### src/rtl/hazard_ctrl_pkg.sv
// Shared definitions for the pipeline hazard controller: forwarding select
// encodings and the stall FSM state type.
package hazard_ctrl_pkg;

    localparam logic [1:0] FWD_RF    = 2'b00;
    localparam logic [1:0] FWD_EXMEM = 2'b10;
    localparam logic [1:0] FWD_MEMWB = 2'b01;

    typedef enum logic {
        IDLE  = 1'b0,
        STALL = 1'b1
    } state_t;

endpackage

### src/rtl/hazard_ctrl_fwd_sel.sv
// Combinational operand forwarding: EX-stage ALU operand selects and the
// ID-stage branch comparator bypass from EX/MEM.
module hazard_fwd_sel
    import hazard_ctrl_pkg::*;
#(
    parameter int REG_AW = 5
) (
    input  logic [REG_AW-1:0] id_rs,
    input  logic [REG_AW-1:0] id_rt,
    input  logic              id_use_rs,
    input  logic              id_use_rt,
    input  logic              mem_reg_write,
    input  logic              mem_mem_read,
    input  logic [REG_AW-1:0] mem_rd,
    input  logic              wb_reg_write,
    input  logic [REG_AW-1:0] wb_rd,
    input  logic [REG_AW-1:0] ex_rs,
    input  logic [REG_AW-1:0] ex_rt,
    output logic [1:0]        fwd_a,
    output logic [1:0]        fwd_b,
    output logic              fwd_br_a,
    output logic              fwd_br_b
);

    // The newer result in EX/MEM wins over the older one in MEM/WB.
    function automatic logic [1:0] ex_sel(input logic [REG_AW-1:0] src);
        if (mem_reg_write && (mem_rd != '0) && (mem_rd == src))
            return FWD_EXMEM;
        else if (wb_reg_write && (wb_rd != '0) && (wb_rd == src))
            return FWD_MEMWB;
        else
            return FWD_RF;
    endfunction

    assign fwd_a = ex_sel(ex_rs);
    assign fwd_b = ex_sel(ex_rt);

    // A load in MEM has no data yet, so it can never feed the comparator.
    assign fwd_br_a = mem_reg_write && !mem_mem_read && (mem_rd != '0)
                      && id_use_rs && (mem_rd == id_rs);
    assign fwd_br_b = mem_reg_write && !mem_mem_read && (mem_rd != '0)
                      && id_use_rt && (mem_rd == id_rt);

endmodule

### src/rtl/hazard_ctrl.sv
// Pipeline hazard controller: load-use / branch stall FSM, flush and forwarding.
// Define HAZARD_PERF_EN to add stall_cycles / flush_count performance counters.
module hazard_ctrl
    import hazard_ctrl_pkg::*;
#(
    parameter int REG_AW          = 5,
    parameter int LOAD_USE_STALLS = 1,
    parameter int ALU_BR_STALLS   = 1,
    parameter int LOAD_BR_STALLS  = 2
) (
    input  logic              clk,
    input  logic              rst,
    input  logic [REG_AW-1:0] id_rs,
    input  logic [REG_AW-1:0] id_rt,
    input  logic              id_use_rs,
    input  logic              id_use_rt,
    input  logic              id_branch,
    input  logic              id_br_taken,
    input  logic              ex_reg_write,
    input  logic              ex_mem_read,
    input  logic [REG_AW-1:0] ex_rd,
    input  logic              mem_reg_write,
    input  logic              mem_mem_read,
    input  logic [REG_AW-1:0] mem_rd,
    input  logic              wb_reg_write,
    input  logic [REG_AW-1:0] wb_rd,
    input  logic [REG_AW-1:0] ex_rs,
    input  logic [REG_AW-1:0] ex_rt,
    output logic              pc_write,
    output logic              if_id_write,
    output logic              id_ex_bubble,
    output logic              if_id_flush,
    output logic [1:0]        fwd_a,
    output logic [1:0]        fwd_b,
    output logic              fwd_br_a,
    output logic              fwd_br_b,
`ifdef HAZARD_PERF_EN
    output logic [31:0]       stall_cycles,
    output logic [31:0]       flush_count,
`endif
    output logic              busy
);

    localparam int MAX_A      = (LOAD_USE_STALLS > ALU_BR_STALLS) ? LOAD_USE_STALLS : ALU_BR_STALLS;
    localparam int MAX_B      = (MAX_A > LOAD_BR_STALLS) ? MAX_A : LOAD_BR_STALLS;
    localparam int MAX_STALLS = (MAX_B > 1) ? MAX_B : 1;
    localparam int CNT_W      = $clog2(MAX_STALLS) + 1;

    state_t           state;
    state_t           state_next;
    logic [CNT_W-1:0] cnt;
    logic [CNT_W-1:0] cnt_next;
    logic [CNT_W-1:0] n_req;
    logic             ex_hit;
    logic             mem_load_hit;
    logic             stall;

    hazard_fwd_sel #(
        .REG_AW(REG_AW)
    ) u_fwd_sel (
        .id_rs        (id_rs),
        .id_rt        (id_rt),
        .id_use_rs    (id_use_rs),
        .id_use_rt    (id_use_rt),
        .mem_reg_write(mem_reg_write),
        .mem_mem_read (mem_mem_read),
        .mem_rd       (mem_rd),
        .wb_reg_write (wb_reg_write),
        .wb_rd        (wb_rd),
        .ex_rs        (ex_rs),
        .ex_rt        (ex_rt),
        .fwd_a        (fwd_a),
        .fwd_b        (fwd_b),
        .fwd_br_a     (fwd_br_a),
        .fwd_br_b     (fwd_br_b)
    );

    assign ex_hit = ex_reg_write && (ex_rd != '0)
                    && ((id_use_rs && (id_rs == ex_rd)) || (id_use_rt && (id_rt == ex_rd)));

    assign mem_load_hit = id_branch && mem_reg_write && mem_mem_read && (mem_rd != '0)
                          && ((id_use_rs && (id_rs == mem_rd)) || (id_use_rt && (id_rt == mem_rd)));

    // Bubble demand of the ID instruction; a load in MEM feeding a branch needs one.
    always_comb begin
        n_req = '0;
        if (ex_hit) begin
            unique case ({id_branch, ex_mem_read})
                2'b11:   n_req = CNT_W'(LOAD_BR_STALLS);
                2'b10:   n_req = CNT_W'(ALU_BR_STALLS);
                2'b01:   n_req = CNT_W'(LOAD_USE_STALLS);
                default: n_req = '0;
            endcase
        end
        if (mem_load_hit && (n_req == '0))
            n_req = CNT_W'(1);
    end

    always_ff @(posedge clk or posedge rst) begin
        if (rst) begin
            state <= IDLE;
            cnt   <= '0;
        end else begin
            state <= state_next;
            cnt   <= cnt_next;
        end
    end

    always_comb begin
        state_next = state;
        cnt_next   = cnt;
        stall      = 1'b0;
        case (state)
            IDLE: begin
                if (n_req != '0) begin
                    stall    = 1'b1;
                    cnt_next = n_req - CNT_W'(1);
                    if (n_req > CNT_W'(1))
                        state_next = STALL;
                end
            end
            STALL: begin
                stall = 1'b1;
                if (cnt <= CNT_W'(1)) begin
                    cnt_next   = '0;
                    state_next = IDLE;
                end else begin
                    cnt_next = cnt - CNT_W'(1);
                end
            end
            default: begin
                state_next = IDLE;
                cnt_next   = '0;
            end
        endcase
    end

    assign pc_write     = !stall;
    assign if_id_write  = !stall;
    assign id_ex_bubble = stall;
    assign if_id_flush  = id_branch && id_br_taken && !stall;
    assign busy         = (state == STALL);

`ifdef HAZARD_PERF_EN
    always_ff @(posedge clk or posedge rst) begin
        if (rst) begin
            stall_cycles <= '0;
            flush_count  <= '0;
        end else begin
            if (stall)
                stall_cycles <= stall_cycles + 32'd1;
            if (if_id_flush)
                flush_count <= flush_count + 32'd1;
        end
    end
`endif

endmodule
### config.mk
export PLATFORM = sky130hd
export DESIGN_NAME = hazard_ctrl
export DESIGN_NICKNAME = d
export VERILOG_FILES = /design/src/rtl/hazard_ctrl_pkg.sv /design/src/rtl/hazard_ctrl_fwd_sel.sv /design/src/rtl/hazard_ctrl.sv
export SDC_FILE = /design/constraint.sdc
export NUM_CORES = 1
export LEC_CHECK = 0
export CAP_MARGIN = 30
export CORE_UTILIZATION = 34
export DETAILED_ROUTE_END_ITERATION = 10
export PLACE_DENSITY = 0.8
export SYNTH_ARGS = -nofsm -noshare
export SYNTH_HDL_FRONTEND = slang
export SYNTH_SLANG_ARGS = --single-unit
### constraint.sdc
create_clock -name clk -period 3.7 [get_ports clk]
set_input_delay 0.74 -clock clk [delete_from_list [all_inputs] [get_ports clk]]
set_output_delay 0.74 -clock clk [all_outputs]
set_load 0.02 [all_outputs]
==> results of run 1 <==
[routing by layer]
metal | vias up | share of wire, %
met5 | - | 0
met4 | 0 | 4.2
met3 | 12 | 5.1
met2 | 48 | 52
met1 | 461 | 39
li1 | 498 | -
[cells by family after synthesis]
family / count (synthesis) / synth area share [%]
buffers and inverters: 8 / 5.74
AO/OA/AOI/OAI: 12 / 12.1
XOR/XNOR: 40 / 45.9
flip-flops: 3 / 9.84
adder cells (fa/ha/maj): 2 / 3.28
AND/OR/NAND/NOR: 30 / 23.1
[registers in the layout, summed over array words and instances (netlist names)]
signal,count
cnt,2
busy,1
[stage by stage]
step	std cells	worst slack (ns)	TNS (ns)	instance area, µm²
final	203	0.0714	0	1570
after global placement	198	-0.338	-1.27	1520
after detailed placement	198	-0.474	-1.90	1520
after floorplan	95	0.0760	0	763
after global routing	203	-0.0365	-0.0365	1570
after CTS	202	0.0336	0	1560
[power groups by stage]
stage / sequential (mW) / combinational, mW / clock, mW
final: 0.0515 / 0.165 / 0.0556
after global routing: 0.0532 / 0.177 / 0.0611
after CTS: 0.0514 / 0.164 / 0.0577
after detailed placement: 0.0518 / 0.162 / 0
after global placement: 0.0512 / 0.155 / 0
after floorplan: 0.0503 / 0.0678 / 0
[worst reg2reg max path: stages, from the launching register on]
cell and delay, ns:
dfrtp_1 0.49, nand2_1 0.11, o22ai_1 0.18, a21o_1 0.10
[repair_timing]
action,4_1_cts,5_1_grt
setup endpoints to repair,7,5
buffers inserted,0,1
resized for setup,20,8
pin swaps,1,5
[final timing paths]
check	from	to	slack, ns	depth (start not counted)
worst max-delay path	ex_rd[2]	if_id_flush	0.07	8
worst min-delay path	cnt[0]	cnt[1]	0.53	2
worst max register to register	busy	cnt[0]	2.75	3
worst min register to register	cnt[0]	cnt[1]	0.53	2
max in group asynchronous	rst	cnt[0]	2.88	2
min in group asynchronous	rst	cnt[1]	0.68	2
[Yosys cell counts, types with 3 or more instances]
cell     count  area, µm²
nor4_1       4       25.0
o21ai_0      3       15.0
xor2_1      18        158
nand3_1      3       15.0
dfrtp_1      3       75.1
nand2_1      5       18.8
or4_1        4       30.0
nand4_1      4       25.0
xnor2_1     22        193
[layout make-up]
class                      instances  area (µm²)  area share, %
timing repair buffer              83         744           47.4
inverter                           2        7.51          0.478
tap                               27        33.8           2.15
sequential                         3        75.1           4.78
multi-input combinational         84         684           43.6
clock buffer                       4        26.3           1.67
==> key figures, run 1 <==
Worst setup path
  – Slowest cell on the critical path: or4_1
  – Worst path bufs/invs: 2
  – Series of cell instances along the critical path: clkdlybuf4s50_1 > or4_1 > o2111ai_1 > a21boi_2 > ha_2 > nor2b_4 > and3_1 > buf_2
  – Top Family by Delay on Critical Path: simple AND/OR/NAND/NOR gates
  – Endpoint required time on the critical path: a little under 3 ns
  – Critical Setup Path Class: primary input to output pin
  – CP endpoint kind: output pin
  – Worst Setup Start Kind: primary input
  – Delay of the slowest cell on the worst path: 0.57 ns
  – Arrival time at the worst endpoint: roughly 2.9 ns
  – Worst-path maximum fanout: 3

Timing
  – Hold Vio Cnt, Final: 0
  – Number of failing setup endpoints in the final timing report: 0
  – Max Freq: about 0.28 GHz
  – Post-layout min period: ~3.6 ns
  – Final Skew: between 0.0009 and 0.001 ns
  – Worst-Margin Slew: 0.386 ns
  – Worst hold slack: 0.534 ns
  – Worst slew margin relative to its limit: between 70% and 80%
  – Final slew viol count: 0
  – Share of the cycle needed by the critical path after routing: between 90% and 100%

Layout
  – Fill cell total of the finished layout: 160
  – Post-synthesis to final-layout area growth: 106%
  – Ratio of cells with drive above 1 in the final layout: 25.6%
  – Diodes inserted: 0
  – Most common cell after layout, fill and taps aside: clkdlybuf4s50_1
  – Commonest non-fill, non-tap cells in the layout: clkdlybuf4s50_1 (47), buf_4 (27), xnor2_1 (21), xor2_1 (18), nand2_1 (5)
  – Number of nets in the finished design: ~230
  – Final Util: between 70% and 80%

Detailed routing
  – DR DRC count: 0
  – Number of DRC violations after detailed-routing iteration 0: 12
  – Post-detailed-routing wire length: 2.89 mm
  – Routed len/inst: 14.2 µm
  – Vias after detailed routing: approximately 1000
  – Routed Antenna Nets: 0
  – 1st-pass router iterations: 4
  – Vias per cell: ~5

Clock tree
  – CTS tree: yes
  – Clock Tree Root: clkbuf_4
  – Post-CTS clock slew at the launch and capture registers of the worst setup and hold paths: roughly 0.040 ns
  – CTS sink count: 3
  – Clock latency of the later-clocked register in the worst-skew pair: 0.23 ns
  – Maximum buffer depth of the clock tree: 2
  – CTS hold repair buffers: 0
  – # H-tree levels: 1
  – Number of buffers inserted during clock tree synthesis: 3

Power and ir drop
  – Power density cells: 173 nW/µm²
  – Power share of the clock group: around a fifth
  – Power dissipated by switching net loads: slightly below 0.09 mW
  – Internal power summed over all cells: 0.183 mW
  – Leak Pwr: 0.665 nW
  – Worst voltage drop across the vdd grid: ~0.18 mV
  – Post-route total power: roughly 0.27 mW
  – Sequential share of power: around a fifth
  – Net Sw Frac: between 30% and 40%
  – Logic gate share of total power: between 60 and 70%

Synth
  – Portion of the post-synthesis area used by sequential elements: under 10%
  – Synth Net Count: ~140
  – Number of enable-type register cells in the synthesized netlist: 0
  – Post-synth cell types: 29
  – Ys async rst share: 100%
  – Synthesized instance count: 95
  – Warnings, synthesis: 0
  – Summed instance area of the synthesized netlist: between 700 and 800 µm²
  – Top_reg_cell synth: dfrtp_1
  – Number of synthesized register bits: 3
  – Mean Syn Cell Area: approximately 8.0 µm²

Global route
  – Remaining global-route overflow: 0
  – Antenna violations before repair: 0
  – Most used routing layer: met2
  – Pin count of the biggest net entering global routing: 9
  – GR Util All Layers: roughly a quarter
  – First-pass GRT wire length: 4.43 mm
  – Met2 Usage GRT: 46.8%
  – Vias in the first global route: around 1100
  – Met1 demand-to-capacity share in global routing: between 20% and 30%
  – Met3 Usage GRT: 3.74%

Floorplanning
  – Die footprint: between 2000 and 2500 µm²
  – I/O pin count: between 50 and 60
  – Initial cell density of the core: between 30% and 40%
  – Height of the die: between 40 and 50 µm
  – Chip Width: just under 50 µm
  – Number of rows created at floorplan: 16
  – Floorplan core area: 2040 µm²

Place
  – Number of buffers added on ports: 56
  – Dpl hpwl: around 2.4 mm
  – Placer Congestion: 0.797

Run
  – MaxCap Viol Count: 0

Run status
  – Result of the run: completed

Min path
  – Tightest Hold Check Type: register to register
Note: power is estimated with default switching activity, not from simulation.
==> run 2, diff against run 1 <==
CORE_MARGIN = 2   (was not set)
==> run 2 against run 1 <==
Register-to-register slack barely moved; global-route usage decreased by 2.6 points; maximum frequency hardly changed; combinational power down 5%; via count is 3.5% lower; highest routed layer unchanged; critical endpoint unchanged.
==> key figures, run 2 (synthesized netlist as in run 1, its figures left out) <==
Worst setup path
  – Critical Setup Path Class: primary input to output pin
  – Endpoint required time on the critical path: 2.96 ns (about the same)
  – Worst Setup Start Kind: primary input
  – CP endpoint kind: output pin
  – Arrival time at the worst endpoint: 2.89 ns (about the same)
  – Delay of the slowest cell on the worst path: 0.56 ns (about the same)
  – Slowest cell on the critical path: clkdlybuf4s50_1
  – Worst-path maximum fanout: 3 (unchanged)
  – Series of cell instances along the critical path: clkdlybuf4s50_1 > xnor2_1 > nand4_1 > o22ai_2 > o2111ai_2 > a21boi_2 > ha_2 > nor2b_4 > and3_1 > buf_2

Place
  – Pre-CTS setup slack: -0.412 ns (+0.0623 ns)
  – Dpl hpwl: 2.24 mm (-6.6%)
  – Number of buffers added on ports: 56 (unchanged)
  – Placed Instances: 192 (-3.0%)
  – Dpl cell area: 1470 µm² (-3.4%)
  – Placer Congestion: 0.749 (-6.0%)

Detailed routing
  – Routed Antenna Nets: 0 (unchanged)
  – Vias per cell: 5.02 (about the same)
  – Routed len/inst: 13.7 µm (-3.7%)
  – 1st-pass router iterations: 2 (-2)
  – Number of DRC violations after detailed-routing iteration 0: 15 (+3)
  – Post-detailed-routing wire length: 2.69 mm (-7.0%)
  – DR DRC count: 0 (unchanged)
  – Vias after detailed routing: 983 (-3.5%)

Global route
  – GR Util All Layers: 21.3% (-2.6 points)
  – Met2 Usage GRT: 41.2% (-5.6 points)
  – Met3 Usage GRT: 3.51% (-0.23 points)
  – Met1 demand-to-capacity share in global routing: 21.0% (-2.1 points)
  – Vias in the first global route: 1041 (-1.8%)
  – Antenna violations before repair: 0 (unchanged)
  – Remaining global-route overflow: 0 (unchanged)
  – Most used routing layer: met2
  – Pin count of the biggest net entering global routing: 9 (unchanged)
  – First-pass GRT wire length: 4.17 mm (-5.9%)

Floorplanning
  – Number of rows created at floorplan: 17 (+1)
  – Chip Width: 51.4 µm (+4.1%)
  – Initial cell density of the core: 35.2% (-2.2 points)
  – I/O pin count: 57 (unchanged)
  – Floorplan core area: 2170 µm² (+6.2%)
  – Die footprint: 2640 µm² (+8.3%)
  – Height of the die: 51.4 µm (+4.1%)

Timing
  – Worst-Margin Slew: 0.348 ns (-0.0375 ns)
  – Worst hold slack: 0.569 ns (+0.0351 ns)
  – Final Skew: 0.00876 ns (+0.00785 ns)
  – Final setup margin: 0.0712 ns (-0.000268 ns)
  – Share of the cycle needed by the critical path after routing: 98.1% (about the same)
  – Max Freq: 0.276 GHz (about the same)
  – Number of failing setup endpoints in the final timing report: 0 (unchanged)
  – Post-layout min period: 3.63 ns (+0.000268 ns)
  – Sum of negative setup slack: 0 ns (unchanged)
  – Hold Vio Cnt, Final: 0 (unchanged)
  – Worst slew margin relative to its limit: 76.6% (+2.5 points)
  – Final slew viol count: 0 (unchanged)

Power and ir drop
  – Leak Pwr: 0.616 nW (-7.3%)
  – Post-route total power: 0.271 mW (-0.16%)
  – Sequential share of power: 19.4% (+0.5 points)
  – Worst voltage drop across the vdd grid: 0.174 mV (-4.4%)
  – Power dissipated by switching net loads: 0.0933 mW (+4.5%)
  – Internal power summed over all cells: 0.178 mW (-2.5%)
  – Power density cells: 179 nW/µm² (+3.7%)
  – Net Sw Frac: 34.4% (+1.5 points)
  – Logic gate share of total power: 57.7% (-2.9 points)
  – Power share of the clock group: 22.8% (+2.3 points)

Clock tree
  – CTS tree: yes
  – Maximum buffer depth of the clock tree: 2 (unchanged)
  – # H-tree levels: 1 (unchanged)
  – Post-CTS Setup Bufs: 0 (unchanged)
  – Post-CTS clock slew at the launch and capture registers of the worst setup and hold paths: 0.04 ns (about the same)
  – Clock latency of the later-clocked register in the worst-skew pair: 0.25 ns (+0.02 ns)
  – Number of buffers inserted during clock tree synthesis: 3 (unchanged)
  – Clock Tree Root: clkbuf_4
  – CTS sink count: 3 (unchanged)

Layout
  – Final Util: 69.7% (-7.2 points)
  – Diodes inserted: 0 (unchanged)
  – Combined area of the multi-input logic cells: 687 µm² (+0.37%)
  – Commonest non-fill, non-tap cells in the layout: clkdlybuf4s50_1 (48), xnor2_1 (22), buf_4 (19), xor2_1 (18), nand2_1 (5)
  – Ratio of cells with drive above 1 in the final layout: 22.6% (-2.9 points)
  – Number of flip-flops in the largest register: 2 (unchanged)
  – Most flop-heavy register: cnt
  – Design Area, Final: 1510 µm² (-3.7%)
  – Most common cell after layout, fill and taps aside: clkdlybuf4s50_1
  – Number of standard cells in the layout, taps in and fillers out: 196 (-3.4%)
  – Number of nets in the finished design: 217 (-3.6%)
  – Register area: 75.1 µm² (unchanged)
  – Post-synthesis to final-layout area growth: 98.2%
  – Fill cell total of the finished layout: 186 (+16%)

Run
  – MaxCap Viol Count: 0 (unchanged)

Min path
  – Tightest Hold Check Type: register to register

Run status
  – Result of the run: completed
==> run 2: metal layers <==
layer | part of all wire, % | up-vias
met5 | 0 | -
met4 | 2.8 | 0
met3 | 8.1 | 10
met2 | 53 | 53
met1 | 36 | 440
li1 | - | 480
==> run 2: power groups by stage <==
stage | logic [mW] | registers (mW) | clock network [mW]
floorplan | 0.0678 | 0.0503 | 0
global placement | 0.151 | 0.0519 | 0
detailed placement | 0.154 | 0.0530 | 0
CTS | 0.155 | 0.0524 | 0.0649
global route | 0.169 | 0.0537 | 0.0669
finish | 0.157 | 0.0528 | 0.0620
==> run 2: final cells by class <==
class                   count  share of cell area, %
clock buffers               4                   1.74
inverters                   2                  0.496
multi-input cells          84                   45.4
flip-flops and latches      3                   4.96
well taps                  28                   2.32
repair buffers             75                   45.1
==> run 2: critical path: cells and delay by family <==
family | cells | cell delay [ns]
adder cells (fa/ha/maj) | 1 | 0.20
buffers and inverters | 2 | 0.71
AO/OA/AOI/OAI | 3 | 0.64
AND/OR/NAND/NOR | 3 | 0.44
XOR/XNOR | 1 | 0.14
==> run 2: path summary, 6_finish.rpt <==
check	from	endpoint	slack, ns	cells after the start
min reg2reg	cnt[1]	busy	0.57	2
max in group asynchronous	rst	cnt[1]	2.90	2
min	cnt[1]	busy	0.57	2
max	ex_rd[4]	if_id_flush	0.07	10
max reg2reg	busy	cnt[0]	2.76	3
min in group asynchronous	rst	cnt[0]	0.66	2
==> run 2: repair_timing <==
item / 4_1_cts / 5_1_grt
endpoints found under the setup margin: 6 / 5
hold buffers: 0 / 0
pin swaps: 0 / 1
gates resized for setup: 16 / 11
==> run 3, diff against run 2 <==
SETUP_SLACK_MARGIN = 0.3   (was not set)
==> run 3 against run 2 <==
Die area unchanged; combinational power is 4% higher; register-to-register slack worse by 0.02 ns; setup slack better by 0.26 ns; maximum frequency is 7.8% higher; critical path depth unchanged; non-clock buffer count increased by 5; largest power group unchanged.
==> key figures, run 3 (synthesized netlist as in run 1, its figures left out) <==
Min path
  – Tightest Hold Check Type: register to register

Timing
  – Worst-Margin Slew: 0.283 ns (-0.0657 ns)
  – Final slew viol count: 0 (unchanged)
  – Number of failing setup endpoints in the final timing report: 0 (unchanged)
  – Hold Vio Cnt, Final: 0 (unchanged)
  – Final Skew: 0.00211 ns (-0.00665 ns)
  – Final setup margin: 0.334 ns (+0.263 ns)
  – Post-layout min period: 3.37 ns (-0.263 ns)
  – Share of the cycle needed by the critical path after routing: 91.0% (-7.1 points)
  – Worst slew margin relative to its limit: 81.2% (+4.6 points)
  – Max Freq: 0.297 GHz (+7.8%)
  – RSZ-0062 raised after global routing: true

Floorplanning
  – Number of rows created at floorplan: 17 (unchanged)
  – Height of the die: 51.4 µm (unchanged)
  – Chip Width: 51.4 µm (unchanged)
  – Initial cell density of the core: 35.2% (unchanged)
  – Floorplan core area: 2170 µm² (unchanged)
  – I/O pin count: 57 (unchanged)
  – Die footprint: 2640 µm² (unchanged)

Global route
  – First-pass GRT wire length: 4.07 mm (-2.3%)
  – Antenna violations before repair: 0 (unchanged)
  – Remaining global-route overflow: 0 (unchanged)
  – Pin count of the biggest net entering global routing: 9 (unchanged)
  – Vias in the first global route: 975 (-6.3%)
  – GR Util All Layers: 20.2% (-1.0 points)

Layout
  – Number of nets in the finished design: 222 (+2.3%)
  – Ratio of cells with drive above 1 in the final layout: 28.3% (+5.7 points)
  – Combined area of the multi-input logic cells: 729 µm² (+6.2%)
  – Commonest non-fill, non-tap cells in the layout: clkdlybuf4s50_1 (28), buf_4 (23), xnor2_1 (20), xor2_1 (17), dlygate4sd2_1 (12)
  – Post-synthesis to final-layout area growth: 110%
  – Register area: 75.1 µm² (unchanged)
  – Diodes inserted: 0 (unchanged)
  – Number of standard cells in the layout, taps in and fillers out: 201 (+2.6%)
  – Most common cell after layout, fill and taps aside: clkdlybuf4s50_1
  – Fill cell total of the finished layout: 153 (-18%)
  – Number of flip-flops in the largest register: 2 (unchanged)
  – Most flop-heavy register: cnt

Detailed routing
  – Number of DRC violations after detailed-routing iteration 0: 9 (-6)
  – Vias per cell: 4.98 (-0.70%)
  – Post-detailed-routing wire length: 2.77 mm (+3.0%)
  – Routed Antenna Nets: 0 (unchanged)
  – DR DRC count: 0 (unchanged)
  – Vias after detailed routing: 1001 (+1.8%)
  – 1st-pass router iterations: 4 (+2)
  – Routed len/inst: 13.8 µm (+0.42%)

Worst setup path
  – Capturing element of the worst setup path: if_id_flush
  – Slowest cell on the critical path: or4_4
  – Arrival time at the worst endpoint: 2.63 ns (-0.26 ns)
  – Endpoint required time on the critical path: 2.96 ns (about the same)
  – Worst Setup Start Kind: primary input
  – R2R setup slack: 2.74 ns (-0.02 ns)
  – Critical Path Start: mem_rd[0]
  – CP endpoint kind: output pin
  – Delay of the slowest cell on the worst path: 0.52 ns (-0.04 ns)
  – FF-to-FF Start: busy
  – Depth of the most critical reg-to-reg path: 3 (unchanged)
  – Series of cell instances along the critical path: dlygate4sd2_1 > or4_4 > o21ai_4 > nor2_2 > o21a_1 > a21boi_2 > ha_2 > nor2b_4 > and3_4 > buf_6
  – Worst-path maximum fanout: 4 (+1)
  – RR Endpoint: cnt[0]
  – Critical Setup Path Class: primary input to output pin

Clock tree
  – Maximum buffer depth of the clock tree: 2 (unchanged)
  – Post-CTS clock slew at the launch and capture registers of the worst setup and hold paths: 0.04 ns (about the same)
  – # H-tree levels: 1 (unchanged)
  – CTS sink count: 3 (unchanged)
  – Clock Tree Root: clkbuf_4
  – Number of buffers inserted during clock tree synthesis: 3 (unchanged)
  – Clock latency of the later-clocked register in the worst-skew pair: 0.23 ns (-0.02 ns)
  – CTS tree: yes

Place
  – Dpl hpwl: 2.26 mm (+0.78%)
  – Placer Congestion: 0.770 (+2.8%)
  – Number of buffers added on ports: 56 (unchanged)
  – Pre-CTS setup slack: -0.374 ns (+0.0379 ns)
  – Placed Instances: 195 (+1.6%)

Power and ir drop
  – Net Sw Frac: 34.3% (-0.058 points)
  – Power dissipated by switching net loads: 0.0935 mW (+0.27%)
  – Sequential share of power: 19.5% (about the same)
  – Worst voltage drop across the vdd grid: 0.196 mV (+12%)
  – Leak Pwr: 0.748 nW (+21%)
  – Power share of the clock group: 20.8% (-2.0 points)
  – Logic gate share of total power: 59.8% (+2.1 points)
  – Power density cells: 170 nW/µm² (-5.4%)
  – Internal power summed over all cells: 0.179 mW (+0.53%)

Run
  – MaxCap Viol Count: 0 (unchanged)

Run status
  – Result of the run: completed
## run 3: cell count changes in the layout (fill, tap and decap cells not counted), sizes merged
cell,before,now
clkbuf,6,5
clkdlybuf4s15,0,2
buf,21,28
clkdlybuf4s50,48,28
dlymetal6s2s,1,9
dlygate4sd2,3,12
## run 3: stage by stage
step / utilization, % / power (mW) / hold WS, ns / TNS [ns] / area (µm²)
after floorplan: - / 0.119 / 0.490 / 0 / 771
after global placement: 68.9 / 0.205 / 0.516 / -1.14 / 1500
after detailed placement: 68.9 / 0.211 / 0.534 / -1.14 / 1500
after CTS: 71.5 / 0.272 / 0.541 / 0 / 1550
after global routing: 74.0 / 0.294 / 0.582 / 0 / 1610
final: 74.0 / 0.273 / 0.539 / 0 / 1610
## run 3: repair_timing
action / in CTS / in global routing
resized for setup: 43 / 18
setup endpoints to repair: 10 / 7
pin swaps: 7 / 13
setup buffers: 1 / 1
hold buffers: 0 / 0
## run 3: how the worst min path moves through the flow
stage | start | end | slack [ns] | cells past startpoint
floorplan | rst | busy | 0.49 | 1
global placement | cnt[0] | cnt[1] | 0.52 | 2
detailed placement | cnt[1] | cnt[1] | 0.53 | 2
CTS | cnt[1] | cnt[1] | 0.54 | 2
global route | cnt[1] | cnt[1] | 0.58 | 2
finish | cnt[0] | cnt[1] | 0.54 | 2
## run 3: cell type report
| cell class | instances | share of cell area, % |
|---|---|---|
| clock buffer | 4 | 1.64 |
| sequential | 3 | 4.67 |
| inverter | 2 | 0.467 |
| multi-input combinational | 84 | 45.4 |
| tap | 28 | 2.18 |
| timing repair buffer | 80 | 45.6 |
## run 3: per-layer routing
layer	share of wire (%)	GRT usage [%]	vias to the layer above
li1	-	-	489
met1	39	19.9	467
met2	55	43.4	45
met3	6.4	3.22	0
met4	0	2.63	0
met5	0	0	-
## run 3: power by group through the flow
| stage | Clock [mW] | Sequential [mW] | Combinational (mW) |
|---|---|---|---|
| floorplan | 0 | 0.0504 | 0.0682 |
| global placement | 0 | 0.0520 | 0.153 |
| detailed placement | 0 | 0.0527 | 0.158 |
| CTS | 0.0586 | 0.0528 | 0.160 |
| global route | 0.0654 | 0.0543 | 0.175 |
| finish | 0.0566 | 0.0530 | 0.163 |
## run 3: critical path, delay by kind of cell
kind                       cells  cell delay [ns]
adders and majority gates      1             0.20
buffers and inverters          2             0.36
and+or+nand+nor                4             0.92
AOI/OAI and AO/OA              3             0.41
==> patch (flow settings as in run 3) <==
The option `HAZARD_PERF_EN` is turned on by a define.
--- a/src/rtl/hazard_ctrl.sv
+++ b/src/rtl/hazard_ctrl.sv
@@ -1,5 +1,7 @@
 // Pipeline hazard controller: load-use / branch stall FSM, flush and forwarding.
 // Define HAZARD_PERF_EN to add stall_cycles / flush_count performance counters.
+`define HAZARD_PERF_EN
+
 module hazard_ctrl
     import hazard_ctrl_pkg::*;
 #(
Function (old outputs only; new: flush_count and stall_cycles): kept (Yosys induction, for registers that start in step).
==> patch against run 3 <==
- routed wire length grew to 3.1 times the old value
- core utilization is 21 points lower
- power rose to 6.9 times the old value
- area after synthesis grew to 4.6 times the old value
- clock skew increased by 0.0048 ns
- cell count grew to 3.2 times the old value
- setup slack better by 0.044 ns
- sequential cell count up 64
- final area grew to 3.4 times the old value
==> patch: results <==
set metrics [dict create \
    outcome "finished clean" \
    syn_nets 389 \
    power_leakage_nw 2.40 \
    grt_max_degree 27 \
    grt_util_all_layers_pct 15.6 \
    cts.path.max_buffers 2 \
    gp_congestion 0.781 \
    synth_ff_type "dfrtp_1" \
    via_per_inst 4.72 \
    final_nets 560 \
    finClkSkew_ns 0.00688 \
    ys_seq_area_share_pct 47.3 \
    crit_path_start "ex_rs[0]" \
    vdd_ir_drop_max_uv 177 \
    grt_pass1_wl_mm 14.0 \
    clock_latency_ns 0.34 \
    hold_path_depth 1 \
    wl_mm 8.66 \
    drive_above_1_share_pct 21.2 \
    synthDistinctLibCells 39 \
    grt_antenna_before_repair 0 \
    critPathArrivalTime_ns 2.58 \
    grt_pass1_vias 3087 \
    hold_class "reg -> reg" \
    reg2reg_depth 9 \
    ys_warn_count 0 \
    diodes 0 \
    clockRootBuffer "clkbuf_8" \
    wl_per_cell_um 13.3 \
    synth.area.top_cells "dfrtp_1, xnor2_1, xor2_1, nand3_1, nand4_1" \
    r2r_end "stall_cycles[25]" \
    top_regs "flush_count (32), stall_cycles (32), cnt (2)" \
    cts_htree_levels 3 \
    io_buffer_count 120 \
    r2r_setup_slack_ns 1.63 \
    yosys-top-cells-count "dfrtp_1, xnor2_1, xor2_1" \
    clk_pin_slew_ns 0.08 \
    dp_cells 623 \
    hpwl_mm 6.77 \
    r2r-start "busy" \
    drt_iter0_drc 67 \
    worst_pin_slew_ns 0.554 \
    syn_area_per_cell_um2 10.5 \
    first_pass_iters 4 \
    synthArstFlopShare_pct 100 \
    cp-endpoint "fwd_a[1]" \
    cts-buffers-inserted 9 \
    cp_max_fo 2 \
]
## patch: changes by cell type after synthesis, moves of 4 or more
cell / change
and4_1: +8
xor2_1: +21
nor3_1: +4
nand4_1: +14
nand2_1: +23
inv_1: +10
xnor2_1: +41
nand3_1: +23
nor2_1: +19
dfrtp_1: +64
## patch: timing repair
item,in CTS,in global routing
pin swaps,18,21
setup endpoints to repair,46,28
gates cloned,0,0
gates resized for setup,59,43
hold endpoints to repair,0,0
setup buffers,7,5
## patch: cell type report
type / count / area (um2)
well taps: 136 / 170
fillers: 906 / 4750
inverters: 13 / 51.3
multi-input cells: 250 / 1870
clock buffers: 9 / 124
flip-flops and latches: 67 / 1680
repair buffers: 169 / 1520
clock inverters: 7 / 68.8
## patch: through the flow
step / setup TNS, ns / cell area, um2 / setup slack (ns) / util (%) / hold WS [ns]
finish: 0 / 5480 / 0.378 / 53.5 / 0.475
detailed placement: -8.87 / 5170 / -0.469 / 50.5 / 0.469
global placement: -5.44 / 5170 / -0.448 / 50.5 / 0.453
global route: 0 / 5480 / 0.271 / 53.5 / 0.504
CTS: 0 / 5430 / 0.286 / 53.1 / 0.479
floorplan: 0 / 3590 / 0.178 / - / 0.468
## patch: kinds of logic after synthesis
group	after synthesis	synth area share, %
DFF	67	47.3
xor gates and xnor gates	102	25.2
and+or+nand+nor	133	21.1
adders and majority gates	4	1.41
AOI/OAI and AO/OA	10	1.94
buffers and inverters	22	2.79
muxes	1	0.318
## patch: routing by layer
metal	wire length, um	GRT usage, %	vias to the layer above
li1	-	-	1498
met1	3650	17.9	1443
met2	4250	26.5	105
met3	519	4.23	25
met4	234	8.46	0
met5	0	0	-
## patch: power breakdown
group	total, mW	internal [mW]	switching, mW
Clock	0.588	0.308	0.280
Sequential	0.873	0.789	0.0845
Combinational	0.415	0.217	0.198
Total	1.88	1.31	0.562
## patch: how the worst min path moves through the flow
| stage | startpoint | endpoint | slack (ns) |
|---|---|---|---|
| after floorplan | cnt[1] | busy | 0.47 |
| after global placement | flush_count[31] | flush_count[31] | 0.45 |
| after detailed placement | stall_cycles[31] | stall_cycles[31] | 0.47 |
| after CTS | stall_cycles[31] | stall_cycles[31] | 0.48 |
| after global routing | flush_count[31] | flush_count[31] | 0.50 |
| final | stall_cycles[31] | stall_cycles[31] | 0.48 |
## patch: critical path, cell delays in order
cell	delay (ns)
clkdlybuf4s50_1	0.52
xnor2_1	0.13
nand3_1	0.13
nor4_2	0.31
buf_4	0.16
clkdlybuf4s50_1	0.60
